**src/rtl/vc_input_buffer.sv**
```systemverilog
// Per-port virtual-channel input buffer: one FIFO per VC feeding a 2-requester arbiter,
// with a head-to-tail VC lock. Define VC_BUF_OCC_EN to add the registered occupancy output occ_o.
module vc_input_buffer #(
  parameter int FLIT_WIDTH = 34,
  parameter int BUF_DEPTH  = 4,
  parameter int N_VC       = 2
) (
  input  logic                  clk,
  input  logic                  arst,
  input  logic [FLIT_WIDTH-1:0] flit_i,
  input  logic                  vc_id_i,
  input  logic                  valid_i,
  output logic [N_VC-1:0]       ready_o,
  output logic [N_VC-1:0]       req_o,
  input  logic [N_VC-1:0]       grant_i,
  output logic                  update_o,
  output logic [FLIT_WIDTH-1:0] flit_o,
  output logic                  valid_o,
  input  logic                  out_ready_i,
  output logic                  grant_err_o
`ifdef VC_BUF_OCC_EN
  ,
  output logic [N_VC*($clog2(BUF_DEPTH)+1)-1:0] occ_o
`endif
);

  localparam int AW = $clog2(BUF_DEPTH);
  localparam int PW = AW + 1;

  typedef enum logic [1:0] {
    FT_HEAD      = 2'b00,
    FT_BODY      = 2'b01,
    FT_TAIL      = 2'b10,
    FT_HEAD_TAIL = 2'b11
  } flit_type_e;

  typedef enum logic {
    IDLE,
    LOCKED
  } state_e;

  logic [FLIT_WIDTH-1:0] mem [N_VC][BUF_DEPTH];
  logic [PW-1:0]         wr_ptr [N_VC];
  logic [PW-1:0]         rd_ptr [N_VC];
  logic [N_VC-1:0]       empty, full, push, pop_vc, lock_mask, gv;
  logic                  sel, pop, grant_bad, lock_vc, grant_err;
  flit_type_e            out_type;
  state_e                state;

  // The extra pointer MSB tells a full FIFO apart from an empty one.
  always_comb begin
    for (int v = 0; v < N_VC; v++) begin
      empty[v] = (wr_ptr[v] == rd_ptr[v]);
      full[v]  = (wr_ptr[v][AW] != rd_ptr[v][AW]) &&
                 (wr_ptr[v][AW-1:0] == rd_ptr[v][AW-1:0]);
      push[v]  = valid_i && (vc_id_i == 1'(v)) && !full[v];
    end
  end

  assign ready_o   = ~full;
  assign lock_mask = N_VC'(1) << lock_vc;
  assign req_o     = (state == LOCKED) ? (~empty & lock_mask) : ~empty;
  assign gv        = grant_i & req_o;
  assign valid_o   = $onehot(gv);
  assign sel       = gv[1];
  assign flit_o    = valid_o ? mem[sel][rd_ptr[sel][AW-1:0]] : '0;
  assign pop       = valid_o && out_ready_i;
  assign pop_vc    = pop ? gv : '0;
  assign out_type  = flit_type_e'(flit_o[FLIT_WIDTH-1 -: 2]);
  assign grant_bad = !$onehot0(grant_i) || ((grant_i & ~req_o) != '0);

  // A HEAD_TAIL seen while locked is a stray packet inside another one, so it must not rotate priority.
  assign update_o  = pop && ((out_type == FT_TAIL) ||
                             ((state == IDLE) && (out_type == FT_HEAD_TAIL)));
  assign grant_err_o = grant_err;

  always_ff @(posedge clk or negedge arst) begin
    if (!arst) begin
      for (int v = 0; v < N_VC; v++) begin
        wr_ptr[v] <= '0;
        rd_ptr[v] <= '0;
      end
    end else begin
      for (int v = 0; v < N_VC; v++) begin
        if (push[v])   wr_ptr[v] <= wr_ptr[v] + PW'(1);
        if (pop_vc[v]) rd_ptr[v] <= rd_ptr[v] + PW'(1);
      end
    end
  end

  always_ff @(posedge clk) begin
    for (int v = 0; v < N_VC; v++) begin
      if (push[v]) mem[v][wr_ptr[v][AW-1:0]] <= flit_i;
    end
  end

  // Out-of-place flit types are forwarded without touching the lock, so a bad source cannot wedge the port.
  always_ff @(posedge clk or negedge arst) begin
    if (!arst) begin
      state     <= IDLE;
      lock_vc   <= 1'b0;
      grant_err <= 1'b0;
    end else begin
      grant_err <= grant_err | grant_bad;
      if (pop) begin
        case (state)
          IDLE: begin
            if (out_type == FT_HEAD) begin
              state   <= LOCKED;
              lock_vc <= sel;
            end
          end
          LOCKED: begin
            if (out_type == FT_TAIL) state <= IDLE;
          end
          default: state <= IDLE;
        endcase
      end
    end
  end

`ifdef VC_BUF_OCC_EN
  logic [PW-1:0] occ [N_VC];

  always_ff @(posedge clk or negedge arst) begin
    if (!arst) begin
      for (int v = 0; v < N_VC; v++) occ[v] <= '0;
    end else begin
      for (int v = 0; v < N_VC; v++) occ[v] <= occ[v] + PW'(push[v]) - PW'(pop_vc[v]);
    end
  end

  always_comb begin
    occ_o = '0;
    for (int v = 0; v < N_VC; v++) occ_o[v*PW +: PW] = occ[v];
  end
`endif

endmodule

```
**config.mk**
```make
export PLATFORM = sky130hd
export DESIGN_NAME = vc_input_buffer
export DESIGN_NICKNAME = d
export VERILOG_FILES = /design/src/rtl/vc_input_buffer.sv
export SDC_FILE = /design/constraint.sdc
export NUM_CORES = 1
export LEC_CHECK = 0
export BUFFER_PORTS_ARGS = -buffer_cell sky130_fd_sc_hd__buf_2
export CORE_UTILIZATION = 35
export CTS_CLUSTER_DIAMETER = 120
export DETAILED_ROUTE_END_ITERATION = 16
export PLACE_DENSITY_LB_ADDON = 0.2
export SLEW_MARGIN = 15
export SYNTH_ARGS = -nofsm -noshare
export SYNTH_HDL_FRONTEND = slang
export SYNTH_SLANG_ARGS = --single-unit
```
**constraint.sdc**
```tcl
create_clock -name clk -period 5.45 [get_ports clk]
set_input_delay 0.545 -clock clk [delete_from_list [all_inputs] [get_ports clk]]
set_output_delay 0.545 -clock clk [all_outputs]
set_load 0.01 [all_outputs]
```
==> results of run 1 <==
[per-stage QoR]
stage	util	instance area (sq um)	setup slack [ps]	power [W]	hold WS, ps
global route	0.418	13700	1160	0.00808	251
detailed placement	0.388	12700	1870	0.00573	465
floorplan	-	11800	2750	0.00478	249
global placement	0.388	12700	1900	0.00571	450
finish	0.418	13700	1370	0.00761	263
CTS	0.418	13700	1270	0.00774	239
[cells in the mapped netlist (3+ instances only)]
master / number / area [sq um]
a21oi_1: 36 / 180
and2_1: 9 / 56.3
buf_1: 11 / 41.3
buf_2: 23 / 115
buf_6: 3 / 33.8
clkbuf_1: 3 / 11.3
dfrtp_1: 15 / 375
edfxtp_1: 272 / 8170
ha_1: 10 / 125
inv_1: 10 / 37.5
mux2_1: 3 / 33.8
mux2i_1: 130 / 1300
nand2_1: 134 / 503
nand3_1: 54 / 270
nand3_2: 10 / 100
nor2_1: 5 / 18.8
o21ai_0: 3 / 15.0
or3_1: 3 / 18.8
xnor2_1: 5 / 43.8
xor2_1: 9 / 78.8
[state kept, by name (all words and copies together) (netlist names), named ones only]
name / count
wr_ptr: 6
mem: 272
grant_err_o: 1
rd_ptr: 6
lock_vc: 1
[final cells by class]
class / instances / area, sq um / area share
sequential: 287 / 8550 / 0.623
clock inverter: 22 / 191 / 0.0139
multi-input combinational: 437 / 3080 / 0.224
inverter: 10 / 37.5 / 0.00273
tap: 442 / 553 / 0.0403
timing repair buffer: 98 / 536 / 0.0390
clock buffer: 34 / 787 / 0.0573
[worst max-delay path by stage]
stage                    from         to  slack [ps]  cells after the start
detailed placement  rd_ptr[0]   update_o        1870                      6
CTS                 rd_ptr[0]   update_o        1270                      6
floorplan           rd_ptr[0]  mem[1][0]        2750                      6
global route        rd_ptr[0]   update_o        1160                      6
global placement    rd_ptr[0]   update_o        1900                      6
finish              rd_ptr[0]   update_o        1370                      6
[cell families (layout without fill, tap and decap cells)]
group | count (synthesis) | in the layout | synth area share
multiplexers | 140 | 140 | 0.124
XOR/XNOR | 15 | 15 | 0.0117
flip-flops | 287 | 287 | 0.722
AO/OA/AOI/OAI | 49 | 49 | 0.0253
AND/OR/NAND/NOR | 223 | 223 | 0.0858
buffers and inverters | 50 | 164 | 0.0202
adder cells (fa/ha/maj) | 10 | 10 | 0.0106
[repair_timing]
action,CTS,global route
setup buffers,0,0
hold buffers,1,0
hold endpoints to repair,15,0
[worst max-delay path: stages (launching register included)]
cell	delay [ps]
dfrtp_4	620
xor2_1	250
o311ai_4	850
buf_4	550
mux2i_1	440
nor3_1	100
buf_2	170
[power by group]
part	internal, W	switching, W	total [W]	leakage [nW]
logic	0.000960	0.00170	0.00266	2.03
registers	0.00273	0.000218	0.00295	2.64
clock network	0.00118	0.000830	0.00201	0.485
total	0.00487	0.00275	0.00761	5.16
[metal layers]
metal / up-vias / wire (microns) / track usage
met3: 32 / 987 / 0.0213
li1: 3060 / - / -
met1: 3209 / 11500 / 0.203
met2: 104 / 13300 / 0.274
met4: 0 / 354 / 0.0357
met5: - / 0 / 0
==> impl_metrics.yaml, run 1 <==
floorplan:
  die_x_microns: 186
  rows: 66
  die_h_microns: 186
  io_pins: 82
  initial_core_util: 0.360
  die_area_sq_mm: 0.0345
  core_sq_mm: 0.0329
detailed_routing:
  wl_per_cell_microns: 19.7
  drtAntennaViolNets: 0
  drt-initial-drc-count: 391
  wl_microns: 26100
  firstDrtPassIters: 6
  viasPerCell: 4.82
  drc: 0
  vias: 6405
finish:
  layout_common_cells: "edfxtp_1, nand2_1, mux2i_1"
  layout_commonest_cell: "edfxtp_1"
  area_delta_synth_final_pct: 16.1
  fillCellCount: 3044
  fin_cells: 1330
  antenna_cells: 0
  final_nets: 915
  layout-drive-gt1-share: 0.196
synthesis:
  ys_warn_count: 0
  seq_area_frac_synth: 0.722
  synth_cell_type_count: 39
  async_flop_share: 0.0523
  avgSynthCellArea_sq_um: 15.3
  synth_edf_count: 272
  ys_ff_latch: 287
  ys.flop_type: "edfxtp_1"
  synthesis.nets: 825
  synth_area_sq_mm: 0.0118
  synthCells: 774
timing:
  worst_pin_slew_ps: 999
  setup-violations-final: 0
  max_slew_margin: 0.332
  hold_violations: 0
  slew_violations: 0
  finalCriticalPeriod_ps: 4080
  finClkSkew_ps: 9.20
  setup_tns_ps: 0
  max_freq_ghz: 0.245
  finalCritPeriodShare: 0.750
  grt_setup_unrepaired: "no"
critical_path:
  crit_path_start_kind: "flip-flop"
  reg2regPathDepth: 6
  critPathRequiredTime_ps: 4910
  reg2reg_from: "rd_ptr[0]"
  r2r-end: "lock_vc"
  path_class: "flip-flop to output pin"
  end_kind: "output pin"
  critPathMaxFanout: 34
  cp_data_arrival_time_ps: 3540
  ff2ff_setup_slack_ps: 2070
clock_network:
  cts.sinks: 287
  clkTransAtPathRegs_ps: 60
  clock_path_buffers: 3
  htreeDepth: 1
  cts_resized: 0
  cts_tree: "yes"
  clk-insertion-delay-late_ps: 550
  cts_root_buf: "clkbuf_16"
  cts_inserted_buffers: 30
min_path:
  hold_end: "mem[1][16]"
  worst_hold_path_type: "input port to flip-flop"
  worstHoldStart: "flit_i[16]"
  min_path_cells: 1
global_route:
  grt_max_degree: 52
  grt_overflow: 0
  antenna_found_initial: 0
  track_usage: 0.156
  grt_pass1_vias: 6530
  grt_pass1_wl_microns: 39700
power_and_ir_drop:
  vdd_drop_max_mv: 0.260
  total_leakage_power_nw: 5.16
  powerDensity_mw_per_mm2: 554
place:
  hpwl_microns: 14900
  place.gp.congestion: 0.727
  dp_cells: 1273
  io_buffers: 81
outcome:
  status: "completed"
job:
  max-cap-violations: 0
Note: power is estimated with default switching activity, not from simulation.
==> run 2: changes to the inputs <==
- clock period: 5.45 -> 3.8 ns (I/O delays scaled with it)
==> run 2 against run 1 <==
Non-clock buffer count increased by 9. Highest routed layer is now met5. Sequential share of layout area decreased by 0.72 points. Critical path depth increased by 1. Worst setup slack got worse by 1100 ps. Via count increased by 0.95%. Clock skew increased by 4.1 ps. Largest cell class unchanged. Power increased by 47%. Final area increased by 1.2%.
==> impl_metrics.yaml, run 2 (synthesis results as in run 1) <==
global_route:
  busiest_layer: "met2"
  track_usage: 0.160
  use_met1: 0.222
  use_met2: 0.265
  grt_max_degree: 49
  grt_pass1_wl_microns: 40800
  grt_pass1_vias: 6510
  grt_overflow: 0
  grtUsageMet3: 0.0239
  antenna_found_initial: 3
timing:
  hold_ws_ps: 107
  max_slew_margin: 0.392
  setup_tns_ps: 0
  max_freq_ghz: 0.280
  finClkSkew_ps: 13.3
  slew_violations: 0
  finalCritPeriodShare: 0.938
  fin_ws_ps: 235
  setup-violations-final: 0
  grt_setup_unrepaired: "no"
  worst_pin_slew_ps: 912
  hold_violations: 0
  finalCriticalPeriod_ps: 3570
clock_network:
  clkTransAtPathRegs_ps: 60
  cts.sinks: 287
  cts_inserted_buffers: 31
  clk-insertion-delay-late_ps: 550
  cts_root_buf: "clkbuf_16"
  cts_tree: "yes"
  htreeDepth: 1
  cts_resized: 0
  clock_path_buffers: 3
power_and_ir_drop:
  powerDensity_mw_per_mm2: 803
  total_leakage_power_nw: 5.21
  vdd_drop_max_mv: 0.425
  finalPower_w: 0.0112
min_path:
  worst_hold_path_type: "input port to flip-flop"
  hold_end: "mem[0][121]"
  worstHoldStart: "flit_i[19]"
  min_path_cells: 1
floorplan:
  die_x_microns: 186
  io_pins: 82
  die_h_microns: 186
  initial_core_util: 0.360
  die_area_sq_mm: 0.0345
  core_sq_mm: 0.0329
  rows: 66
detailed_routing:
  wl_microns: 26600
  wl_per_cell_microns: 19.9
  drtAntennaViolNets: 0
  drt-initial-drc-count: 511
  vias: 6466
  viasPerCell: 4.84
  drc: 0
  firstDrtPassIters: 4
critical_path:
  crit_path_start_kind: "flip-flop"
  critPathMaxFanout: 48
  critPathRequiredTime_ps: 3420
  reg2reg_from: "rd_ptr[1]"
  r2r-end: "lock_vc"
  cp_data_arrival_time_ps: 3190
  end_kind: "output pin"
  ff2ff_setup_slack_ps: 920
  reg2regPathDepth: 6
  path_class: "flip-flop to output pin"
place:
  place.gp.congestion: 0.717
  pre_cts_ws_ps: 690
  io_buffers: 81
  hpwl_microns: 15500
  dp_cells: 1279
finish:
  fin_cells: 1336
  final_nets: 925
  layout_common_cells: "edfxtp_1, nand2_1, mux2i_1"
  layout-drive-gt1-share: 0.204
  layout_commonest_cell: "edfxtp_1"
  area_delta_synth_final_pct: 17.4
  fillCellCount: 3032
  antenna_cells: 0
  largest_register_ff_count: 272
job:
  max-cap-violations: 0
outcome:
  status: "completed"
## run 2: changes by cell type in the layout (fill, tap and decap cells not counted), sizes merged
cell,before,now
clkinv,18,8
buf,97,106
clkinvlp,1,5
bufinv,3,4
clkbuf,34,35
inv,10,11
## run 2: worst max path at each step
stage	cells past startpoint	slack [ps]	to	start
after global routing	7	20	update_o	rd_ptr[1]
after floorplan	6	1100	mem[1][0]	rd_ptr[0]
final	7	230	update_o	rd_ptr[1]
after detailed placement	7	690	flit_o[24]	rd_ptr[3]
after global placement	7	760	update_o	rd_ptr[1]
after CTS	7	80	flit_o[24]	rd_ptr[3]
## run 2: critical path, stage by stage (launching register included)
cell and delay (ps):
dfrtp_1 490, xor2_2 250, o311ai_4 430, buf_4 620
mux2i_1 440, o21ai_0 120, nor3_1 120, buf_2 160
## run 2: metal layers
| metal | part of all wire | up-vias |
|---|---|---|
| li1 | - | 3072 |
| met1 | 0.47 | 3251 |
| met2 | 0.48 | 103 |
| met3 | 0.035 | 34 |
| met4 | 0.016 | 6 |
| met5 | 0.0015 | - |
## run 2: where the power goes
| part | internal, W | switching [W] | total, W |
|---|---|---|---|
| sequential | 0.00392 | 0.000208 | 0.00412 |
| clock | 0.00176 | 0.00120 | 0.00296 |
| combinational | 0.00148 | 0.00260 | 0.00408 |
| total | 0.00715 | 0.00400 | 0.0112 |
## run 2: through the flow
step | instance area [sq um] | util
detailed placement | 12900 | 0.391
global placement | 12900 | 0.391
CTS | 13900 | 0.422
finish | 13900 | 0.423
global route | 13900 | 0.423
floorplan | 11800 | -
## run 2: cell type report
class / count / area, sq um / share of cell area
well taps: 442 / 553 / 0.0398
repair buffers: 107 / 678 / 0.0488
multi-input cells: 437 / 3080 / 0.222
clock buffers: 35 / 791 / 0.0569
clock inverters: 18 / 206 / 0.0149
flip-flops and latches: 287 / 8550 / 0.615
inverters: 10 / 37.5 / 0.00270
## run 2: timing repair
item                       CTS  global route
setup endpoints to repair    0            18
hold buffers                 1             0
setup buffers                0             3
hold endpoints to repair    15             0
==> run 3: changes to the inputs <==
--- a/constraint.sdc
+++ b/constraint.sdc
@@ -3,2 +3,2 @@
 set_output_delay 0.38 -clock clk [all_outputs]
-set_load 0.01 [all_outputs]
+set_load 0.02 [all_outputs]
==> run 3 against run 2 <==
First-iteration DRC count is 23% lower. Fmax is 0.58% higher. Sequential power hardly changed. Wire length up 0.16%. Sequential share of layout area grew 0.26 points. Combinational power up 8.8%. Critical path depth did not move.
==> impl_metrics.yaml, run 3 (synthesis results as in run 1) <==
place:
  io_buffers: 81
  place.gp.congestion: 0.728
  hpwl_microns: 14900
  place_area_sq_mm: 0.0129
power_and_ir_drop:
  vdd_drop_max_mv: 0.558
  powerDensity_mw_per_mm2: 812
  finalPower_w: 0.0112
  total_leakage_power_nw: 5.18
min_path:
  hold_end: "mem[0][132]"
  min_path_cells: 1
  worstHoldStart: "flit_i[30]"
  worst_hold_path_type: "input port to flip-flop"
timing:
  hold_violations: 0
  finalCriticalPeriod_ps: 3540
  max_freq_ghz: 0.282
  finalCritPeriodShare: 0.933
  slew_violations: 0
  setup-violations-final: 0
  worst_pin_slew_ps: 1010
  setup_tns_ps: 0
  grt_setup_unrepaired: "no"
  finClkSkew_ps: 15.6
  max_slew_margin: 0.327
critical_path:
  crit_path_start_kind: "flip-flop"
  end_kind: "output pin"
  cp_data_arrival_time_ps: 3160
  cp_cell_sequence: "xor2_2 -> o311ai_4 -> mux2i_4 -> buf_12 -> nand3_1 -> a21oi_1 -> buf_2"
  path_class: "flip-flop to output pin"
  path_buf_inv: 2
  critPathRequiredTime_ps: 3420
  ff2ff_setup_slack_ps: 990
  crit_slowest_cell: "mux2i_4"
  cp_top_family: "compound AO/OA/AOI/OAI gates"
  critPathMaxFanout: 18
  r2r-end: "lock_vc"
  reg2reg_from: "rd_ptr[1]"
  slowest_delay_ps: 610
  reg2regPathDepth: 6
finish:
  layout_commonest_cell: "edfxtp_1"
  layout_common_cells: "edfxtp_1, nand2_1, mux2i_1"
  layout-drive-gt1-share: 0.193
  post-route-cell-area_sq_mm: 0.0138
  final_nets: 925
  area_delta_synth_final_pct: 16.9
  largest_register_ff_count: 272
detailed_routing:
  drt-initial-drc-count: 392
  viasPerCell: 4.81
  drc: 0
  wl_per_cell_microns: 19.9
  drtAntennaViolNets: 0
  wl_microns: 26700
  firstDrtPassIters: 4
  vias: 6442
global_route:
  track_usage: 0.158
  grt_max_degree: 48
  grt_overflow: 0
  grt_pass1_vias: 6461
  grt_pass1_wl_microns: 40200
  antenna_found_initial: 2
floorplan:
  die_area_sq_mm: 0.0345
  die_h_microns: 186
  rows: 66
  io_pins: 82
  initial_core_util: 0.360
  die_x_microns: 186
  core_sq_mm: 0.0329
clock_network:
  cts_root_buf: "clkbuf_16"
  cts_tree: "yes"
  clock_path_buffers: 3
  clkTransAtPathRegs_ps: 60
  cts.sinks: 287
  cts_inserted_buffers: 31
  clk-insertion-delay-late_ps: 540
  htreeDepth: 1
outcome:
  status: "completed"
job:
  max-cap-violations: 0
-- run 3: cell type report --
| class | instances | area (sq um) |
|---|---|---|
| Fill cell | 3060 | 19000 |
| Sequential cell | 287 | 8550 |
| Multi-Input combinational cell | 437 | 3080 |
| Clock buffer | 43 | 821 |
| Timing Repair Buffer | 107 | 707 |
| Tap cell | 442 | 553 |
| Clock inverter | 13 | 86.3 |
| Inverter | 10 | 37.5 |
| Antenna cell | 1 | 2.50 |
-- run 3: where the power goes --
part | switching (W) | internal, W
Clock | 0.00115 | 0.00156
Sequential | 0.000171 | 0.00392
Combinational | 0.00291 | 0.00153
Total | 0.00422 | 0.00701
-- run 3: metrics by stage --
stage	setup slack, ps	hold WS, ps	util	cells
2_1_floorplan	1020	84.4	-	774
3_3_place_gp	671	322	0.392	1278
3_5_place_dp	656	318	0.392	1278
4_1_cts	61.7	79.7	0.419	1335
5_1_grt	51.2	87.8	0.421	1339
6_report	256	103	0.421	1340
-- run 3: repair_timing --
action | 4_1_cts | 5_1_grt
endpoints found under the hold margin | 15 | 0
endpoints found under the setup margin | 0 | 3
setup buffers | 0 | 4
hold buffers | 1 | 0
gates resized for setup | 0 | 1
-- run 3: layer usage --
metal / vias to the layer above / part of all wire / GRT usage
met5: - / 0.00041 / 0
met4: 2 / 0.015 / 0.0348
met3: 35 / 0.036 / 0.0231
met2: 92 / 0.48 / 0.266
met1: 3230 / 0.47 / 0.214
li1: 3083 / - / -
-- run 3: how the worst max path moves through the flow --
| stage | slack (ps) | cells past startpoint | from | end |
|---|---|---|---|---|
| 4_1_cts | 60 | 7 | rd_ptr[1] | update_o |
| 5_1_grt | 50 | 7 | rd_ptr[1] | flit_o[6] |
| 3_3_place_gp | 670 | 7 | rd_ptr[1] | update_o |
| 6_report | 260 | 7 | rd_ptr[1] | flit_o[6] |
| 3_5_place_dp | 660 | 7 | rd_ptr[1] | update_o |
| 2_1_floorplan | 1020 | 6 | rd_ptr[0] | mem[1][0] |
